### config.mk
export PLATFORM = sky130hd
export DESIGN_NAME = multicycle_ctrl
export DESIGN_NICKNAME = d
export VERILOG_FILES = /design/src/rtl/multicycle_ctrl_pkg.sv /design/src/rtl/multicycle_ctrl_decode.sv /design/src/rtl/multicycle_ctrl.sv
export SDC_FILE = /design/constraint.sdc
export NUM_CORES = 1
export LEC_CHECK = 0
export CAP_MARGIN = 30
export CORE_UTILIZATION = 50
export DETAILED_ROUTE_END_ITERATION = 8
export PLACE_DENSITY_LB_ADDON = 0.15
export SETUP_SLACK_MARGIN = 0.05
export SYNTH_ARGS = -nofsm -noshare
export SYNTH_HDL_FRONTEND = slang
export SYNTH_SLANG_ARGS = --single-unit
### constraint.sdc
create_clock -name clk -period 5.1 [get_ports clk]
set_input_delay 0.765 -clock clk [delete_from_list [all_inputs] [get_ports clk]]
set_output_delay 0.765 -clock clk [all_outputs]
set_load 0.1 [all_outputs]
### src/rtl/multicycle_ctrl_pkg.sv
// Shared definitions for the multicycle controller: FSM state encodings,
// instruction classes, ALUOp encodings and opcode/func field values.
// Ports: none (package).
package multicycle_ctrl_pkg;

  // FSM state encodings (4-bit; unused encodings 10-15 recover to FETCH)
  localparam logic [3:0] ST_FETCH  = 4'd0;
  localparam logic [3:0] ST_DECODE = 4'd1;
  localparam logic [3:0] ST_EXEC   = 4'd2;
  localparam logic [3:0] ST_WB     = 4'd3;
  localparam logic [3:0] ST_ADDR   = 4'd4;
  localparam logic [3:0] ST_MEM_RD = 4'd5;
  localparam logic [3:0] ST_MEM_WR = 4'd6;
  localparam logic [3:0] ST_LD_WB  = 4'd7;
  localparam logic [3:0] ST_BRANCH = 4'd8;
  localparam logic [3:0] ST_JUMP   = 4'd9;

  typedef enum logic [3:0] {
    CLS_NONE    = 4'd0,
    CLS_R_ALU   = 4'd1,
    CLS_R_SHIFT = 4'd2,
    CLS_I_ALU   = 4'd3,
    CLS_LW      = 4'd4,
    CLS_SW      = 4'd5,
    CLS_BEQ     = 4'd6,
    CLS_BNE     = 4'd7,
    CLS_J       = 4'd8,
    CLS_JAL     = 4'd9,
    CLS_JR      = 4'd10,
    CLS_ILLEGAL = 4'd11
  } cls_t;

  // ALUOp encodings shared with the single-cycle datapath
  localparam logic [4:0] ALUOp_ADD  = 5'd0;
  localparam logic [4:0] ALUOp_ADDU = 5'd1;
  localparam logic [4:0] ALUOp_SUB  = 5'd2;
  localparam logic [4:0] ALUOp_SUBU = 5'd3;
  localparam logic [4:0] ALUOp_AND  = 5'd4;
  localparam logic [4:0] ALUOp_OR   = 5'd5;
  localparam logic [4:0] ALUOp_XOR  = 5'd6;
  localparam logic [4:0] ALUOp_NOR  = 5'd7;
  localparam logic [4:0] ALUOp_SLT  = 5'd8;
  localparam logic [4:0] ALUOp_SLTU = 5'd9;
  localparam logic [4:0] ALUOp_SLL  = 5'd10;
  localparam logic [4:0] ALUOp_SRL  = 5'd11;
  localparam logic [4:0] ALUOp_SRA  = 5'd12;
  localparam logic [4:0] ALUOp_LUI  = 5'd13;
  localparam logic [4:0] ALUOp_EQL  = 5'd14;
  localparam logic [4:0] ALUOp_BNE  = 5'd15;

  // Opcodes
  localparam logic [5:0] OP_RTYPE = 6'h00;
  localparam logic [5:0] OP_J     = 6'h02;
  localparam logic [5:0] OP_JAL   = 6'h03;
  localparam logic [5:0] OP_BEQ   = 6'h04;
  localparam logic [5:0] OP_BNE   = 6'h05;
  localparam logic [5:0] OP_ADDI  = 6'h08;
  localparam logic [5:0] OP_SLTI  = 6'h0A;
  localparam logic [5:0] OP_ORI   = 6'h0D;
  localparam logic [5:0] OP_LUI   = 6'h0F;
  localparam logic [5:0] OP_LW    = 6'h23;
  localparam logic [5:0] OP_SW    = 6'h2B;

  // R-type function codes
  localparam logic [5:0] FN_SLL  = 6'h00;
  localparam logic [5:0] FN_SRL  = 6'h02;
  localparam logic [5:0] FN_SRA  = 6'h03;
  localparam logic [5:0] FN_JR   = 6'h08;
  localparam logic [5:0] FN_ADD  = 6'h20;
  localparam logic [5:0] FN_ADDU = 6'h21;
  localparam logic [5:0] FN_SUB  = 6'h22;
  localparam logic [5:0] FN_SUBU = 6'h23;
  localparam logic [5:0] FN_AND  = 6'h24;
  localparam logic [5:0] FN_OR   = 6'h25;
  localparam logic [5:0] FN_XOR  = 6'h26;
  localparam logic [5:0] FN_NOR  = 6'h27;
  localparam logic [5:0] FN_SLT  = 6'h2A;
  localparam logic [5:0] FN_SLTU = 6'h2B;

  // R-type results go to rd; everything else writes rt (or $31 for jal)
  function automatic logic is_r_class(input cls_t cls);
    return (cls == CLS_R_ALU) || (cls == CLS_R_SHIFT);
  endfunction

endpackage

### src/rtl/multicycle_ctrl_decode.sv
// mc_decode: combinational opcode/func -> instruction class and ALU controls.
// Ports: opcode[5:0], func[5:0] in; cls, alu_ctrl[4:0], alu_src, ext_op,
//        shamt_src out.
module mc_decode
  import multicycle_ctrl_pkg::*;
(
  input  logic [5:0] opcode,
  input  logic [5:0] func,
  output cls_t       cls,
  output logic [4:0] alu_ctrl,
  output logic       alu_src,
  output logic       ext_op,
  output logic       shamt_src
);

  // instruction class and ALU controls, same mapping as the single-cycle decoder
  always_comb begin
    cls       = CLS_ILLEGAL;
    alu_ctrl  = ALUOp_ADD;
    alu_src   = 1'b0;
    ext_op    = 1'b0;
    shamt_src = 1'b0;
    case (opcode)
      OP_RTYPE: begin
        cls = CLS_R_ALU;
        case (func)
          FN_ADD:  alu_ctrl = ALUOp_ADD;
          FN_ADDU: alu_ctrl = ALUOp_ADDU;
          FN_SUB:  alu_ctrl = ALUOp_SUB;
          FN_SUBU: alu_ctrl = ALUOp_SUBU;
          FN_AND:  alu_ctrl = ALUOp_AND;
          FN_OR:   alu_ctrl = ALUOp_OR;
          FN_XOR:  alu_ctrl = ALUOp_XOR;
          FN_NOR:  alu_ctrl = ALUOp_NOR;
          FN_SLT:  alu_ctrl = ALUOp_SLT;
          FN_SLTU: alu_ctrl = ALUOp_SLTU;
          FN_SLL:  begin cls = CLS_R_SHIFT; alu_ctrl = ALUOp_SLL; shamt_src = 1'b1; end
          FN_SRL:  begin cls = CLS_R_SHIFT; alu_ctrl = ALUOp_SRL; shamt_src = 1'b1; end
          FN_SRA:  begin cls = CLS_R_SHIFT; alu_ctrl = ALUOp_SRA; shamt_src = 1'b1; end
          FN_JR:   cls = CLS_JR;
          default: cls = CLS_ILLEGAL;
        endcase
      end
      OP_ADDI: begin cls = CLS_I_ALU; alu_ctrl = ALUOp_ADD; alu_src = 1'b1; ext_op = 1'b1; end
      OP_SLTI: begin cls = CLS_I_ALU; alu_ctrl = ALUOp_SLT; alu_src = 1'b1; ext_op = 1'b1; end
      OP_ORI:  begin cls = CLS_I_ALU; alu_ctrl = ALUOp_OR;  alu_src = 1'b1; end
      OP_LUI:  begin cls = CLS_I_ALU; alu_ctrl = ALUOp_LUI; alu_src = 1'b1; end
      OP_LW:   begin cls = CLS_LW; alu_ctrl = ALUOp_ADD; alu_src = 1'b1; ext_op = 1'b1; end
      OP_SW:   begin cls = CLS_SW; alu_ctrl = ALUOp_ADD; alu_src = 1'b1; ext_op = 1'b1; end
      OP_BEQ:  begin cls = CLS_BEQ; alu_ctrl = ALUOp_EQL; end
      OP_BNE:  begin cls = CLS_BNE; alu_ctrl = ALUOp_BNE; end
      OP_J:    cls = CLS_J;
      OP_JAL:  cls = CLS_JAL;
      default: cls = CLS_ILLEGAL;
    endcase
  end

endmodule

### src/rtl/multicycle_ctrl.sv
// multicycle_ctrl: Moore-style multicycle MIPS control FSM.
// Ports: clk, rst (sync, active-high), opcode[5:0], func[5:0], zero,
//        mem_ready in; datapath strobes/selects, ALUCtrl[4:0], state[3:0],
//        instr_done and illegal pulses out.
// Outputs are decoded from the current state (plus mem_ready/zero where a
// strobe is conditional) and forced to 0 while rst is high.
module multicycle_ctrl
  import multicycle_ctrl_pkg::*;
(
  input  logic       clk,
  input  logic       rst,
  input  logic [5:0] opcode,
  input  logic [5:0] func,
  input  logic       zero,
  input  logic       mem_ready,
  output logic       IRWrite,
  output logic       PCWrite,
  output logic       RegWrite,
  output logic       MemRead,
  output logic       MemWrite,
  output logic       IorD,
  output logic       ALUSrc,
  output logic       ExtOp,
  output logic       ShamtSrc,
  output logic       instr_done,
  output logic       illegal,
  output logic [1:0] RegDst,
  output logic [1:0] DatatoReg,
  output logic [1:0] PC_sel,
  output logic [4:0] ALUCtrl,
  output logic [3:0] state
);

  logic [3:0] state_r;
  logic [3:0] state_next;
  cls_t       cls_r;
  cls_t       dec_cls;
  logic [4:0] dec_alu_ctrl;
  logic       dec_alu_src;
  logic       dec_ext_op;
  logic       dec_shamt_src;

  // opcode/func stay valid in the external IR, so EXEC/WB reuse the live decode
  mc_decode u_decode (
    .opcode    (opcode),
    .func      (func),
    .cls       (dec_cls),
    .alu_ctrl  (dec_alu_ctrl),
    .alu_src   (dec_alu_src),
    .ext_op    (dec_ext_op),
    .shamt_src (dec_shamt_src)
  );

  // state register and instruction-class register (captured in DECODE)
  always_ff @(posedge clk) begin
    if (rst) begin
      state_r <= ST_FETCH;
      cls_r   <= CLS_NONE;
    end else begin
      state_r <= state_next;
      if (state_r == ST_DECODE) cls_r <= dec_cls;
      else                      cls_r <= cls_r;
    end
  end

  // next-state and output decode
  always_comb begin
    state_next = ST_FETCH;
    IRWrite    = 1'b0;
    PCWrite    = 1'b0;
    RegWrite   = 1'b0;
    MemRead    = 1'b0;
    MemWrite   = 1'b0;
    IorD       = 1'b0;
    ALUSrc     = 1'b0;
    ExtOp      = 1'b0;
    ShamtSrc   = 1'b0;
    instr_done = 1'b0;
    illegal    = 1'b0;
    RegDst     = 2'b00;
    DatatoReg  = 2'b00;
    PC_sel     = 2'b00;
    ALUCtrl    = 5'd0;
    state      = 4'd0;
    if (rst) begin
      // any in-flight access is abandoned: every strobe stays low
      state_next = ST_FETCH;
    end else begin
      state = state_r;
      case (state_r)
        ST_FETCH: begin
          MemRead = 1'b1;
          if (mem_ready) begin
            IRWrite    = 1'b1;
            PCWrite    = 1'b1;
            state_next = ST_DECODE;
          end else begin
            state_next = ST_FETCH;
          end
        end
        ST_DECODE: begin
          case (dec_cls)
            CLS_R_ALU, CLS_R_SHIFT, CLS_I_ALU: state_next = ST_EXEC;
            CLS_LW, CLS_SW:                    state_next = ST_ADDR;
            CLS_BEQ, CLS_BNE:                  state_next = ST_BRANCH;
            CLS_J, CLS_JAL, CLS_JR:            state_next = ST_JUMP;
            default: begin
              illegal    = 1'b1;
              state_next = ST_FETCH;
            end
          endcase
        end
        ST_EXEC, ST_WB: begin
          ALUCtrl  = dec_alu_ctrl;
          ALUSrc   = dec_alu_src;
          ExtOp    = dec_ext_op;
          ShamtSrc = dec_shamt_src;
          if (state_r == ST_WB) begin
            RegWrite   = 1'b1;
            RegDst     = is_r_class(cls_r) ? 2'b01 : 2'b00;
            instr_done = 1'b1;
            state_next = ST_FETCH;
          end else begin
            state_next = ST_WB;
          end
        end
        ST_ADDR: begin
          ALUSrc  = 1'b1;
          ExtOp   = 1'b1;
          ALUCtrl = ALUOp_ADD;
          if (cls_r == CLS_SW) state_next = ST_MEM_WR;
          else                 state_next = ST_MEM_RD;
        end
        ST_MEM_RD: begin
          MemRead = 1'b1;
          IorD    = 1'b1;
          if (mem_ready) state_next = ST_LD_WB;
          else           state_next = ST_MEM_RD;
        end
        ST_LD_WB: begin
          RegWrite   = 1'b1;
          DatatoReg  = 2'b01;
          instr_done = 1'b1;
          state_next = ST_FETCH;
        end
        ST_MEM_WR: begin
          MemWrite = 1'b1;
          IorD     = 1'b1;
          if (mem_ready) begin
            instr_done = 1'b1;
            state_next = ST_FETCH;
          end else begin
            state_next = ST_MEM_WR;
          end
        end
        ST_BRANCH: begin
          ALUCtrl    = (cls_r == CLS_BNE) ? ALUOp_BNE : ALUOp_EQL;
          PC_sel     = 2'b01;
          PCWrite    = zero;
          instr_done = 1'b1;
          state_next = ST_FETCH;
        end
        ST_JUMP: begin
          PCWrite    = 1'b1;
          instr_done = 1'b1;
          PC_sel     = (cls_r == CLS_JR) ? 2'b11 : 2'b10;
          if (cls_r == CLS_JAL) begin
            RegWrite  = 1'b1;
            RegDst    = 2'b10;
            DatatoReg = 2'b10;
          end else begin
            RegWrite  = 1'b0;
          end
          state_next = ST_FETCH;
        end
        default: state_next = ST_FETCH;
      endcase
    end
  end

endmodule

### After elaboration in Yosys (flattened, before gate mapping)

Index checks and enable logic that the tools add are counted.

| storage, ports and cells | value |
|---|---|
| register bits after elaboration | 8 |
| bits in latches | 0 |
| RAM bits | 0 |
| memory bits (read-only) | 0 |
| bits of input ports | 16 |
| output and inout bits | 26 |
| memories | 0 |

| operators by class | value |
|---|---|
| add/sub/neg operators | 0 |
| multiply operators | 0 |
| div/mod/pow operators | 0 |
| order comparisons | 0 |
| equal/unequal tests | 48 |
| shift-type cells | 0 |
| muxes and demuxes | 55 |
| bitwise logic cells | 0 |
| reductions and logical operators | 18 |

Operators with widths:

| operator | number |
|---|---|
| $eq A6 B6 Y1 const B | 12 |
| $pmux W4 S12 | 1 |
| $eq A4 B3 Y1 const B | 10 |
| $pmux W4 S8 | 1 |
| $eq A6 B4 Y1 const B | 5 |
| $mux W1 | 30 |
| $pmux W5 S6 | 1 |
| $eq A4 B4 Y1 const B | 7 |
| $eq A6 B2 Y1 const B | 4 |
| $pmux W4 S6 | 1 |
| $eq A4 B2 Y1 const B | 5 |
| $reduce_or A10 Y1 | 2 |
| $pmux W4 S4 | 1 |
| $mux W2 | 7 |
| $eq A4 B1 Y1 const B | 3 |
| $eq A6 B3 Y1 const B | 2 |
| $logic_not A6 Y1 | 2 |
| $pmux W2 S2 | 3 |
| $pmux W4 S3 | 1 |
| $reduce_or A3 Y1 | 4 |
| $pmux W5 S2 | 1 |
| $reduce_or A2 Y1 | 5 |
| $pmux W1 S3 | 3 |
| $reduce_or A4 Y1 | 2 |
| other kinds (7) | 8 |

### Longest topological paths before layout

Gate-level depths: netlist of run 1.

| logic depth | value |
|---|---|
| depth in word-level cells | 9 |
| gate-level depth with buffers | 8 |
| depth with buffers taken out | 6 |

### Modules after synthesis

From an unflattened synthesis of run 1, not the netlist that was laid out.

| unflattened totals | value |
|---|---|
| cell total of the unflattened synthesis | 185 |
| area total of the unflattened synthesis | 1323.8 µm² |

By module, submodules not included:

| module | instances | cells each | area each (µm²) | sequential area each (µm²) |
|---|---|---|---|---|
| multicycle_ctrl | 1 | 112 | 810.8 | 160.2 |
| mc_decode | 1 | 73 | 513.0 | 0.0 |

### Worst setup path before layout of run 1

OpenSTA, ideal clock, no wires.

| timing | value |
|---|---|
| path type | input-to-output |
| from | input rst |
| to | output PC_sel[0] |
| data arrival time | 4.265 ns |
| data required time | 4.335 ns |
| setup slack | 0.070 ns |
| cell stages on the path | 4 |
| buffers on the path | 1 |
| cells stage by stage | clkbuf_1 nand2b_1 nor3_1 a41o_1 |

| on the way | value |
|---|---|
| cells in the longest elaborated chain, start to end | 1 |

Ends and longest elaborated chain:

| what | RTL line | source |
|---|---|---|
| from (decl) | multicycle_ctrl.sv:11 | `input logic rst,` |
| $mux W2 | multicycle_ctrl.sv:85 | `if (rst) begin` |
| to (decl) | multicycle_ctrl.sv:29 | `output logic [1:0] PC_sel,` |

No other way between the ends.

### Final worst setup path of run 1

| timing | value |
|---|---|
| from | input opcode[2] |
| to | output illegal |

| on the way | value |
|---|---|
| cells in the longest elaborated chain, start to end | 8 |
| elaborated cells between the ends (all ways) | 27 |
| classes of those cells | eq/ne (20); mux (4); reduce/logical (3) |

Ends and longest elaborated chain:

| what | RTL line | source |
|---|---|---|
| from (decl) | multicycle_ctrl.sv:12 | `input logic [5:0] opcode,` |
| $eq A6 B4 Y1 | multicycle_ctrl_decode.sv:23 | `case (opcode)` |
| $reduce_or A4 Y1 (no source line) | -- |  |
| $pmux W4 S8 * | multicycle_ctrl_decode.sv:23 |  |
| $eq A4 B4 Y1, or another cell as far along | multicycle_ctrl.sv:102 | `case (dec_cls)` |
| $reduce_or A10 Y1 (no source line) * | -- |  |
| $mux W1 * | multicycle_ctrl.sv:102 |  |
| $mux W1 * | multicycle_ctrl.sv:90 | `case (state_r)` |
| $mux W1 * | multicycle_ctrl.sv:85 |  |
| to (decl) | multicycle_ctrl.sv:26 | `output logic illegal,` |

Every way passes the cells marked *; elsewhere a longest branch is shown, timed or not.

==> impl_summary.log, run 1 <==
[metrics] antenna violations before repair: 0
[metrics] Final Hold Vio Count: 0
[metrics] number of buffers inserted by post-CTS setup repair: 0
[metrics] unrepaired setup endpoints after global routing: false
[metrics] number of input and output port buffers inserted: 40
[metrics] TritonCTS buffer count: 3
[metrics] I/O pin total: 42
[metrics] EDFF count, synth: 0
[metrics] buffering stage count on the worst path with inverters included: 2
[metrics] # resized after CTS: 0
[metrics] final weighted congestion in routability-driven placement: 0.845
[metrics] cell type with the largest total area after synthesis: dfxtp_1
[metrics] Clock Latency Late Sink: 0.26 ns
[metrics] maximum root-to-sink buffer count: 2
[metrics] vias in the first global route: 1313
[metrics] Seq/Total Area, Yosys: 12.3%
[metrics] number of synthesis warnings: 0
[metrics] Worst Skew: 0.00611 ns
[metrics] hold-fix buffers at CTS: 0
[metrics] type of origin of the critical path: primary input
[metrics] path class of the lowest-slack min-delay path: reg -> reg
[metrics] prevailing post-synth register cell: dfxtp_1
[metrics] pin count of the biggest net entering global routing: 20
[metrics] clk slew on worst S/H paths: 0.05 ns
[metrics] total grt overflow: 0
[metrics] crit-path cells: clkdlybuf4s50_1, nor2b_2, a21boi_0, or4b_4, a211oi_4, nand3_1, a211oi_2, buf_4
[metrics] initial standard-cell utilization of the core: 52.9%
[metrics] Mapped Cells: 197
[metrics] fin crit period: 4.16 ns
[metrics] Final ANT Viol Nets: 0
[metrics] Critical Path Slowest Stage Cell: clkdlybuf4s50_1
[metrics] tightest slew margin relative to the limit: 34.2%
[metrics] initial detailed-routing violation count: 65
[metrics] outcome: completed
[metrics] count of unresolved DRC violations after routing: 0
[metrics] delay of the slowest cell on the worst path: 0.84 ns
[metrics] max-slew violation count: 0
[metrics] Setup-failing EPs final: 0
[metrics] most repeated cell in the gate-level netlist after synthesis: nor2_1
[metrics] Vias: 1531
[metrics] measured slew at the worst slew-check pin: 0.984 ns
[metrics] row cnt: 18
[metrics] routed wire length: 3700 µm
[metrics] layout cells sized above 1: 15.7%
[metrics] H-tree level count: 1
[metrics] Area Growth Syn to Fin: 26.3%
[metrics] f_max: 0.240 GHz
[metrics] area of the die: 0.00280 mm²
[metrics] Post-synth top cells: nor2_1, a21oi_1, nand2_1, nand2b_1
[metrics] type of element capturing the critical path: output port
[metrics] Worst path top cell family by delay: buffers and inverters
[metrics] Cell Area, Synth: 0.00130 mm²
[metrics] Antenna diodes: 0
[metrics] Synth cell types: 54
[metrics] max-cap viol count: 0
[metrics] vias per cell: 6.05
[metrics] filler instances: 240
[metrics] post-detailed-placement half-perimeter wirelength: 2770 µm
[metrics] Leak Pwr: 0.616 nW
[metrics] area of the core: 0.00245 mm²
[metrics] worst IR drop on VDD: 0.000205 V
[metrics] number of search-and-repair iterations in the first detailed-routing pass: 4
[metrics] Clock Sinks: 8
[metrics] Die Y: 52.9 µm
[metrics] FF+latch count, synth: 8
[metrics] share of Yosys cell area claimed by the top area cell type: 12.3%
[metrics] Setup CP Type: in -> out
[metrics] share of the clock period used by the worst path after layout: 81.6%
[metrics] total routing resource utilization after global routing: 28.4%
[metrics] Crit Path Max Fanout: 17
[metrics] worst endpoint data arrival time: 3.40 ns
[metrics] Die X-Extent: 52.9 µm
[metrics] buffer type at the clock tree root: clkbuf_4
[metrics] Routed wire per std cell: 14.6 µm
[metrics] TritonCTS clock tree: built
[metrics] dominant cells by area after synthesis: dfxtp_1, nor2_1, a21oi_1, nand2b_1, nor2b_1
[metrics] Cell Pwr Density: 165 mW/mm²
[metrics] total nets after synthesis: 213
[metrics] post-placement cell count: 250
[metrics] Final #Nets: 241
[metrics] setup total negative slack: 0 ns
[metrics] global-route wire length before repair: 5890 µm
[metrics] Worst Path Required: 4.34 ns
[metrics] synthesized area per cell: 6.59 µm²
[metrics] asr flop ratio synth: 0%
[metrics] final cell count without fillers: 253
cells in the final DEF, fill, tap and decap left out, types with 4 or more instances in the layout:
cell type	netlist	routed
nand2_1	11	11
o21ai_0	9	9
nand2b_1	11	11
nor2b_1	9	9
nor4_1	5	5
a31oi_1	4	4
nor2_1	29	29
inv_1	7	7
nor3_1	9	9
buf_4	1	15
a211oi_1	4	4
nand3_1	9	9
clkdlybuf4s50_1	0	25
dfxtp_1	8	8
a21oi_1	16	16
stage by stage:
step / setup slack, ns / utilization (%) / instance area, µm² / power [mW] / hold WS, ns
2_1_floorplan: 0.0698 / - / 1300 / 0.186 / 0.498
3_3_place_gp: 1.05 / 65.9 / 1620 / 0.218 / 0.526
3_5_place_dp: 0.978 / 65.9 / 1620 / 0.220 / 0.532
4_1_cts: 0.963 / 66.8 / 1640 / 0.270 / 0.553
5_1_grt: 0.816 / 66.8 / 1640 / 0.286 / 0.586
6_report: 0.938 / 66.8 / 1640 / 0.271 / 0.552
worst min-delay path: stages (launching register included):
cell and delay, ns:
dfxtp_1 0.36, mux2i_1 0.08, nor2_1 0.07
worst paths after layout:
check,from,endpoint,slack (ns),cells after the start
worst max-delay path,opcode[2],illegal,0.94,8
worst min-delay path,cls_r[2]$_SDFFE_PP0P_,cls_r[2]$_SDFFE_PP0P_,0.55,2
worst min register to register,cls_r[2]$_SDFFE_PP0P_,cls_r[2]$_SDFFE_PP0P_,0.55,2
worst max register to register,state_r[0]$_SDFF_PP0_,state_r[2]$_SDFF_PP0_,2.93,4
power breakdown:
group	switching [mW]	internal (mW)	total (mW)
clock	0.0223	0.0270	0.0492
combinational	0.0959	0.0467	0.143
sequential	0.0113	0.0676	0.0789
logic make-up (layout without fill, tap and decap cells):
group / Yosys count / count (layout) / synth area share, %
AO/OA/AOI/OAI: 56 / 56 / 31.7
flip-flops: 8 / 8 / 12.3
multiplexers: 4 / 4 / 3.18
AND/OR/NAND/NOR: 102 / 102 / 42.8
other: 1 / 1 / 0.289
XOR/XNOR: 2 / 2 / 1.35
buffers and inverters: 24 / 50 / 8.29
routing by layer:
layer  vias to the layer above  track usage [%]  part of all wire [%]
li1                        770                -                     -
met1                       702             38.7                    46
met2                        56             44.7                    47
met3                         3             6.90                   6.6
met4                         0             5.70                  0.41
met5                         -                0                     0
final cells by class:
| type | count | area, µm² | share of cell area, % |
|---|---|---|---|
| Clock buffer | 3 | 22.5 | 1.37 |
| Sequential cell | 8 | 160 | 9.77 |
| Multi-Input combinational cell | 165 | 1030 | 62.8 |
| Timing Repair Buffer | 40 | 363 | 22.1 |
| Tap cell | 30 | 37.5 | 2.29 |
| Inverter | 7 | 26.3 | 1.60 |
registers in the layout, summed over array words and instances, names as in the netlist:
name     count
cls_r        4
state_r      4
Note: power is estimated with default switching activity, not from simulation.
==> run 2, diff against run 1 <==
CORE_UTILIZATION = 47   (was 50)
clock period = 4.17 ns   (was 5.1 ns; I/O delays follow)
==> run 2 against run 1 <==
  * Routed wire length grew 2.7%
  * Power grew 27%
  * Sequential cell count is the same
  * Core utilization up 1.0 points
  * Design area is 5.3% higher
  * Global-route usage fell by 2.6 points
  * Hold slack worse by 0.018 ns
  * Setup slack got worse by 0.54 ns
  * Critical path depth unchanged
  * Register-to-register slack got worse by 0.56 ns
  * Via count grew 1.6%
  * Largest power group unchanged
==> impl_summary.log, run 2 (synthesis gave the netlist of run 1 again) <==
[metrics] Antenna diodes: 0 (unchanged)
[metrics] wire length on met3: 249 µm (+1.6%)
[metrics] layout cells sized above 1: 22.8% (+7.1 points)
[metrics] total routing resource utilization after global routing: 25.7% (-2.6 points)
[metrics] clk slew on worst S/H paths: 0.06 ns (about the same)
[metrics] number of input and output port buffers inserted: 40 (unchanged)
[metrics] setup total negative slack: 0 ns (unchanged)
[metrics] row cnt: 18 (unchanged)
[metrics] Leak Pwr: 0.675 nW (+9.5%)
[metrics] biggest registers after layout: cls_r: 4 flops, state_r: 4 flops
[metrics] type of element capturing the critical path: output port
[metrics] max-slew violation count: 0 (unchanged)
[metrics] Worst path top cell family by delay: simple AND/OR/NAND/NOR gates
[metrics] hold-fix buffers at CTS: 0 (unchanged)
[metrics] buffer type at the clock tree root: clkbuf_4
[metrics] max-cap viol count: 0 (unchanged)
[metrics] H-tree level count: 1 (unchanged)
[metrics] highest metal used: met4
[metrics] buffering stage count on the worst path with inverters included: 2 (unchanged)
[metrics] Final ANT Viol Nets: 0 (unchanged)
[metrics] Clock Latency Late Sink: 0.27 ns (about the same)
[metrics] worst endpoint data arrival time: 3.15 ns (-0.25 ns)
[metrics] total grt overflow: 0 (unchanged)
[metrics] # resized after CTS: 0 (unchanged)
[metrics] final weighted congestion in routability-driven placement: 0.917 (+8.5%)
[metrics] number of search-and-repair iterations in the first detailed-routing pass: 4 (unchanged)
[metrics] Die Y: 54.5 µm (+3.0%)
[metrics] highest-count cells in the layout ignoring fill and taps: nor2_1, buf_4, a21oi_1, clkdlybuf4s50_1
[metrics] f_max: 0.265 GHz
[metrics] measured slew at the worst slew-check pin: 0.611 ns (-0.373 ns)
[metrics] unrepaired setup endpoints after global routing: false
[metrics] antenna violations before repair: 0 (unchanged)
[metrics] Setup-failing EPs final: 0 (unchanged)
[metrics] post-detailed-placement half-perimeter wirelength: 2870 µm (+3.4%)
[metrics] Setup CP Type: in -> out
[metrics] worst IR drop on VDD: 0.000241 V (+18%)
[metrics] crit-path cells: clkdlybuf4s50_1, nor2b_2, a21boi_0, or4b_4, a211oi_4, nand3_1, a211oi_2, buf_12
[metrics] Routed wire per std cell: 14.7 µm (+0.72%)
[metrics] vias in the first global route: 1226 (-6.6%)
[metrics] pin count of the biggest net entering global routing: 19 (-5.0%)
[metrics] type of origin of the critical path: primary input
[metrics] Vias: 1555 (+1.6%)
[metrics] number of buffers inserted by post-CTS setup repair: 0 (unchanged)
[metrics] Worst Path Required: 3.54 ns (-0.80 ns)
[metrics] global-route wire length before repair: 5600 µm (-4.9%)
[metrics] delay of the slowest cell on the worst path: 0.65 ns (-0.19 ns)
[metrics] leading cell type in the layout, fill and taps excluded: nor2_1
[metrics] Crit Path Max Fanout: 14 (-3)
[metrics] met2 wire length: 1750 µm (+0.52%)
[metrics] path class of the lowest-slack min-delay path: reg -> reg
[metrics] initial standard-cell utilization of the core: 51.0% (-1.9 points)
[metrics] Cell Pwr Density: 199 mW/mm² (+20%)
[metrics] filler instances: 224 (-6.7%)
[metrics] TritonCTS clock tree: built
[metrics] TritonCTS buffer count: 3 (unchanged)
[metrics] initial detailed-routing violation count: 57 (-12%)
[metrics] routed wire length: 3800 µm (+2.7%)
[metrics] Final #Nets: 246 (+2.1%)
[metrics] maximum root-to-sink buffer count: 2 (unchanged)
[metrics] area of the die: 0.00297 mm² (+6.1%)
[metrics] share of the clock period used by the worst path after layout: 90.6%
[metrics] Clock Sinks: 8 (unchanged)
[metrics] Critical Path Slowest Stage Cell: clkdlybuf4s50_1
[metrics] Worst Skew: 0.00735 ns (+0.00124 ns)
[metrics] tightest slew margin relative to the limit: 59.2% (+25 points)
[metrics] fin crit period: 3.78 ns
[metrics] vias per cell: 6.03 (-0.40%)
[metrics] Die X-Extent: 54.5 µm (+3.0%)
[metrics] I/O pin total: 42 (unchanged)
[metrics] Final Hold Vio Count: 0 (unchanged)
[metrics] Area Growth Syn to Fin: 33.0%
[metrics] count of unresolved DRC violations after routing: 0 (unchanged)
[metrics] outcome: completed
[metrics] post-route total power: 0.343 mW (+27%)
[metrics] DRT met1 WL: 1780 µm (+5.3%)
[metrics] area of the core: 0.00254 mm² (+3.7%)
==> run 2: through the flow <==
step | area [µm²] | std cells | util (%) | worst slack, ns | hold slack [ns]
after floorplan | 1310 | 197 | - | 0.242 | 0.498
after global placement | 1700 | 255 | 66.9 | 0.445 | 0.526
after detailed placement | 1700 | 255 | 66.9 | 0.404 | 0.532
after CTS | 1730 | 258 | 67.8 | 0.409 | 0.539
after global routing | 1730 | 258 | 67.8 | 0.243 | 0.580
final | 1730 | 258 | 67.8 | 0.393 | 0.534
==> run 2: layout make-up <==
type | instances | area [µm²] | area share [%]
Multi-Input combinational cell | 165 | 1040 | 60.3
Timing Repair Buffer | 45 | 438 | 25.4
Sequential cell | 8 | 160 | 9.28
Tap cell | 30 | 37.5 | 2.18
Inverter | 7 | 26.3 | 1.52
Clock buffer | 3 | 22.5 | 1.31
==> run 2: final timing paths <==
| path | from | endpoint | slack, ns | cells after the start |
|---|---|---|---|---|
| setup reg to reg | state_r[0]$_SDFF_PP0_ | state_r[1]$_SDFF_PP0_ | 2.37 | 5 |
| hold reg to reg | cls_r[0]$_SDFFE_PP0P_ | cls_r[0]$_SDFFE_PP0P_ | 0.53 | 2 |
| setup / recovery | opcode[0] | illegal | 0.39 | 8 |
| hold / removal | cls_r[0]$_SDFFE_PP0P_ | cls_r[0]$_SDFFE_PP0P_ | 0.53 | 2 |
==> run 2: power by group <==
group	switching [mW]	internal [mW]	leakage, nW
Combinational	0.119	0.0625	0.596
Sequential	0.0138	0.0825	0.0655
Clock	0.0322	0.0333	0.0138
Total	0.165	0.178	0.675
==> run 2: metal layers <==
metal  up-vias  global-route usage (%)
met5         -                       0
met4         0                    2.99
met3         4                    6.67
met2        59                    39.8
met1       713                    36.3
li1        779                       -
==> run 2: worst min-delay path: cells and delay by family, from the launching register on <==
| kind | cells | cell delay (ns) |
|---|---|---|
| AO/OA/AOI/OAI | 1 | 0.05 |
| flip-flops | 1 | 0.33 |
| AND/OR/NAND/NOR | 1 | 0.10 |
==> run 3, diff against run 2 <==
CORE_ASPECT_RATIO = 1.25   (was default)
GPL_TIMING_DRIVEN = 1   (was default)
==> run 3 against run 2 <==
  * Setup slack worse by 0.049 ns
  * Maximum frequency fell by 1.3%
  * Routed wire length down 3.7%
  * Final cell count increased by 0.78%
  * Critical path depth stayed put
  * Clock power down 8.7%
  * Core utilization is 0.17 points lower
  * Clock skew is 0.0010 ns lower
  * Non-clock buffer count shrank 1
  * Die area about the same
  * Sequential share of layout area grew 0.088 points
  * Count of clock-buffer cells in the layout stayed put
==> impl_summary.log, run 3 (synthesis gave the netlist of run 1 again) <==
[metrics] biggest registers after layout: cls_r: 4 flops, state_r: 4 flops
[metrics] max-cap viol count: 0 (unchanged)
[metrics] worst IR drop on VDD: 0.000173 V (-28%)
[metrics] number of buffers inserted by post-CTS setup repair: 0 (unchanged)
[metrics] final non-filler cell area: 0.00171 mm² (-0.94%)
[metrics] Crit Path Max Fanout: 17 (+3)
[metrics] row cnt: 20 (+2)
[metrics] filler instances: 214 (-4.5%)
[metrics] share of the clock period used by the worst path after layout: 91.8% (+1.2 points)
[metrics] maximum root-to-sink buffer count: 2 (unchanged)
[metrics] Cell Area, Placed: 0.00169 mm² (-0.95%)
[metrics] type of element capturing the critical path: output port
[metrics] count of unresolved DRC violations after routing: 0 (unchanged)
[metrics] H-tree level count: 1 (unchanged)
[metrics] Setup CP Type: in -> out
[metrics] antenna violations before repair: 0 (unchanged)
[metrics] Antenna diodes: 0 (unchanged)
[metrics] dpl ws: 0.360 ns (-0.0441 ns)
[metrics] number of cells traversed by the worst hold path: 2 (unchanged)
[metrics] Worst Skew: 0.00632 ns (-0.00103 ns)
[metrics] vias in the first global route: 1336 (+9.0%)
[metrics] area of the core: 0.00253 mm² (-0.69%)
[metrics] Final ANT Viol Nets: 0 (unchanged)
[metrics] path class of the lowest-slack min-delay path: reg -> reg
[metrics] setup total negative slack: 0 ns (unchanged)
[metrics] routed wire length: 3660 µm (-3.7%)
[metrics] number of input and output port buffers inserted: 40 (unchanged)
[metrics] vias per cell: 5.83 (-3.2%)
[metrics] outcome: completed
[metrics] FF-to-FF path depth: 5 (unchanged)
[metrics] measured slew at the worst slew-check pin: 0.596 ns (-0.0153 ns)
[metrics] I/O pin total: 42 (unchanged)
[metrics] global-route wire length before repair: 5920 µm (+5.7%)
[metrics] Final #Nets: 245 (-0.41%)
[metrics] Setup-failing EPs final: 0 (unchanged)
[metrics] initial detailed-routing violation count: 68 (+19%)
[metrics] post-route total power: 0.335 mW (-2.2%)
[metrics] Die X-Extent: 49.0 µm (-10%)
[metrics] f_max: 0.261 GHz (-1.3%)
[metrics] Worst Path Required: 3.54 ns (about the same)
[metrics] Clock Latency Late Sink: 0.25 ns (-0.02 ns)
[metrics] Final Hold Vio Count: 0 (unchanged)
[metrics] max-slew violation count: 0 (unchanged)
[metrics] final setup slack of the worst path: 0.344 ns (-0.0492 ns)
[metrics] fin crit period: 3.83 ns (+0.0492 ns)
[metrics] type of origin of the critical path: primary input
[metrics] total grt overflow: 0 (unchanged)
[metrics] # resized after CTS: 0 (unchanged)
[metrics] highest-count cells in the layout ignoring fill and taps: nor2_1, buf_4, a21oi_1, clkdlybuf4s50_1
[metrics] buffer type at the clock tree root: clkbuf_4
[metrics] pin count of the biggest net entering global routing: 20 (+1)
[metrics] final weighted congestion in routability-driven placement: 0.961 (+4.9%)
[metrics] worst endpoint data arrival time: 3.20 ns (+0.05 ns)
[metrics] tightest slew margin relative to the limit: 60.2% (+1.0 points)
[metrics] Cell Pwr Density: 196 mW/mm² (-1.3%)
[metrics] Routed wire per std cell: 14.1 µm (-4.4%)
[metrics] Die Y: 60.7 µm (+11%)
[metrics] Vias: 1517 (-2.4%)
[metrics] clk slew on worst S/H paths: 0.06 ns (about the same)
[metrics] initial standard-cell utilization of the core: 51.3% (+0.35 points)
[metrics] post-detailed-placement half-perimeter wirelength: 2800 µm (-2.4%)
[metrics] post-placement cell count: 257 (+0.78%)
[metrics] TritonCTS buffer count: 3 (unchanged)
[metrics] unrepaired setup endpoints after global routing: false
[metrics] final cell count without fillers: 260 (+0.78%)
[metrics] Final Util: 67.6% (-0.17 points)
[metrics] area of the die: 0.00298 mm² (about the same)
[metrics] Clock Sinks: 8 (unchanged)
[metrics] final-layout worst hold slack: 0.558 ns (+0.0237 ns)
[metrics] leading cell type in the layout, fill and taps excluded: nor2_1
[metrics] TritonCTS clock tree: built
[metrics] Area Growth Syn to Fin: 31.7%
[metrics] Leak Pwr: 0.667 nW (-1.1%)
[metrics] number of search-and-repair iterations in the first detailed-routing pass: 5 (+1)
[metrics] hold-fix buffers at CTS: 0 (unchanged)
[metrics] layout cells sized above 1: 22.5% (-0.34 points)
[metrics] total routing resource utilization after global routing: 25.3% (-0.48 points)
[run 3: power breakdown]
group          internal [mW]  leakage, nW  total, mW  switching (mW)
registers             0.0826       0.0655     0.0967          0.0141
clock network         0.0330       0.0138     0.0598          0.0268
logic                 0.0615        0.588      0.179           0.117
[run 3: critical path, cell delays in order]
cell,delay (ns)
clkdlybuf4s50_1,0.82
nor2b_2,0.13
a21boi_0,0.16
or4b_4,0.55
a211oi_4,0.30
nand3_1,0.13
a211oi_2,0.28
buf_12,0.21
[run 3: metal layers]
metal | global-route usage [%] | wire (µm) | vias up
met2 | 47.0 | 1860 | 54
li1 | - | - | 778
met5 | 0 | 0 | -
met4 | 10.1 | 55 | 0
met3 | 1.00 | 170 | 6
met1 | 31.1 | 1570 | 679
[run 3: final timing paths]
check                   startpoint                     to  slack (ns)
min reg2reg  cls_r[1]$_SDFFE_PP0P_  cls_r[1]$_SDFFE_PP0P_        0.56
min          cls_r[1]$_SDFFE_PP0P_  cls_r[1]$_SDFFE_PP0P_        0.56
max reg2reg  state_r[2]$_SDFF_PP0_  state_r[1]$_SDFF_PP0_        2.33
max                      opcode[2]                illegal        0.34
[run 3: cell type report]
| type | count | area (µm²) | area share, % |
|---|---|---|---|
| Sequential cell | 8 | 160 | 9.37 |
| Clock buffer | 3 | 22.5 | 1.32 |
| Inverter | 7 | 26.3 | 1.54 |
| Multi-Input combinational cell | 165 | 1040 | 60.9 |
| Tap cell | 33 | 41.3 | 2.42 |
| Timing Repair Buffer | 44 | 418 | 24.5 |
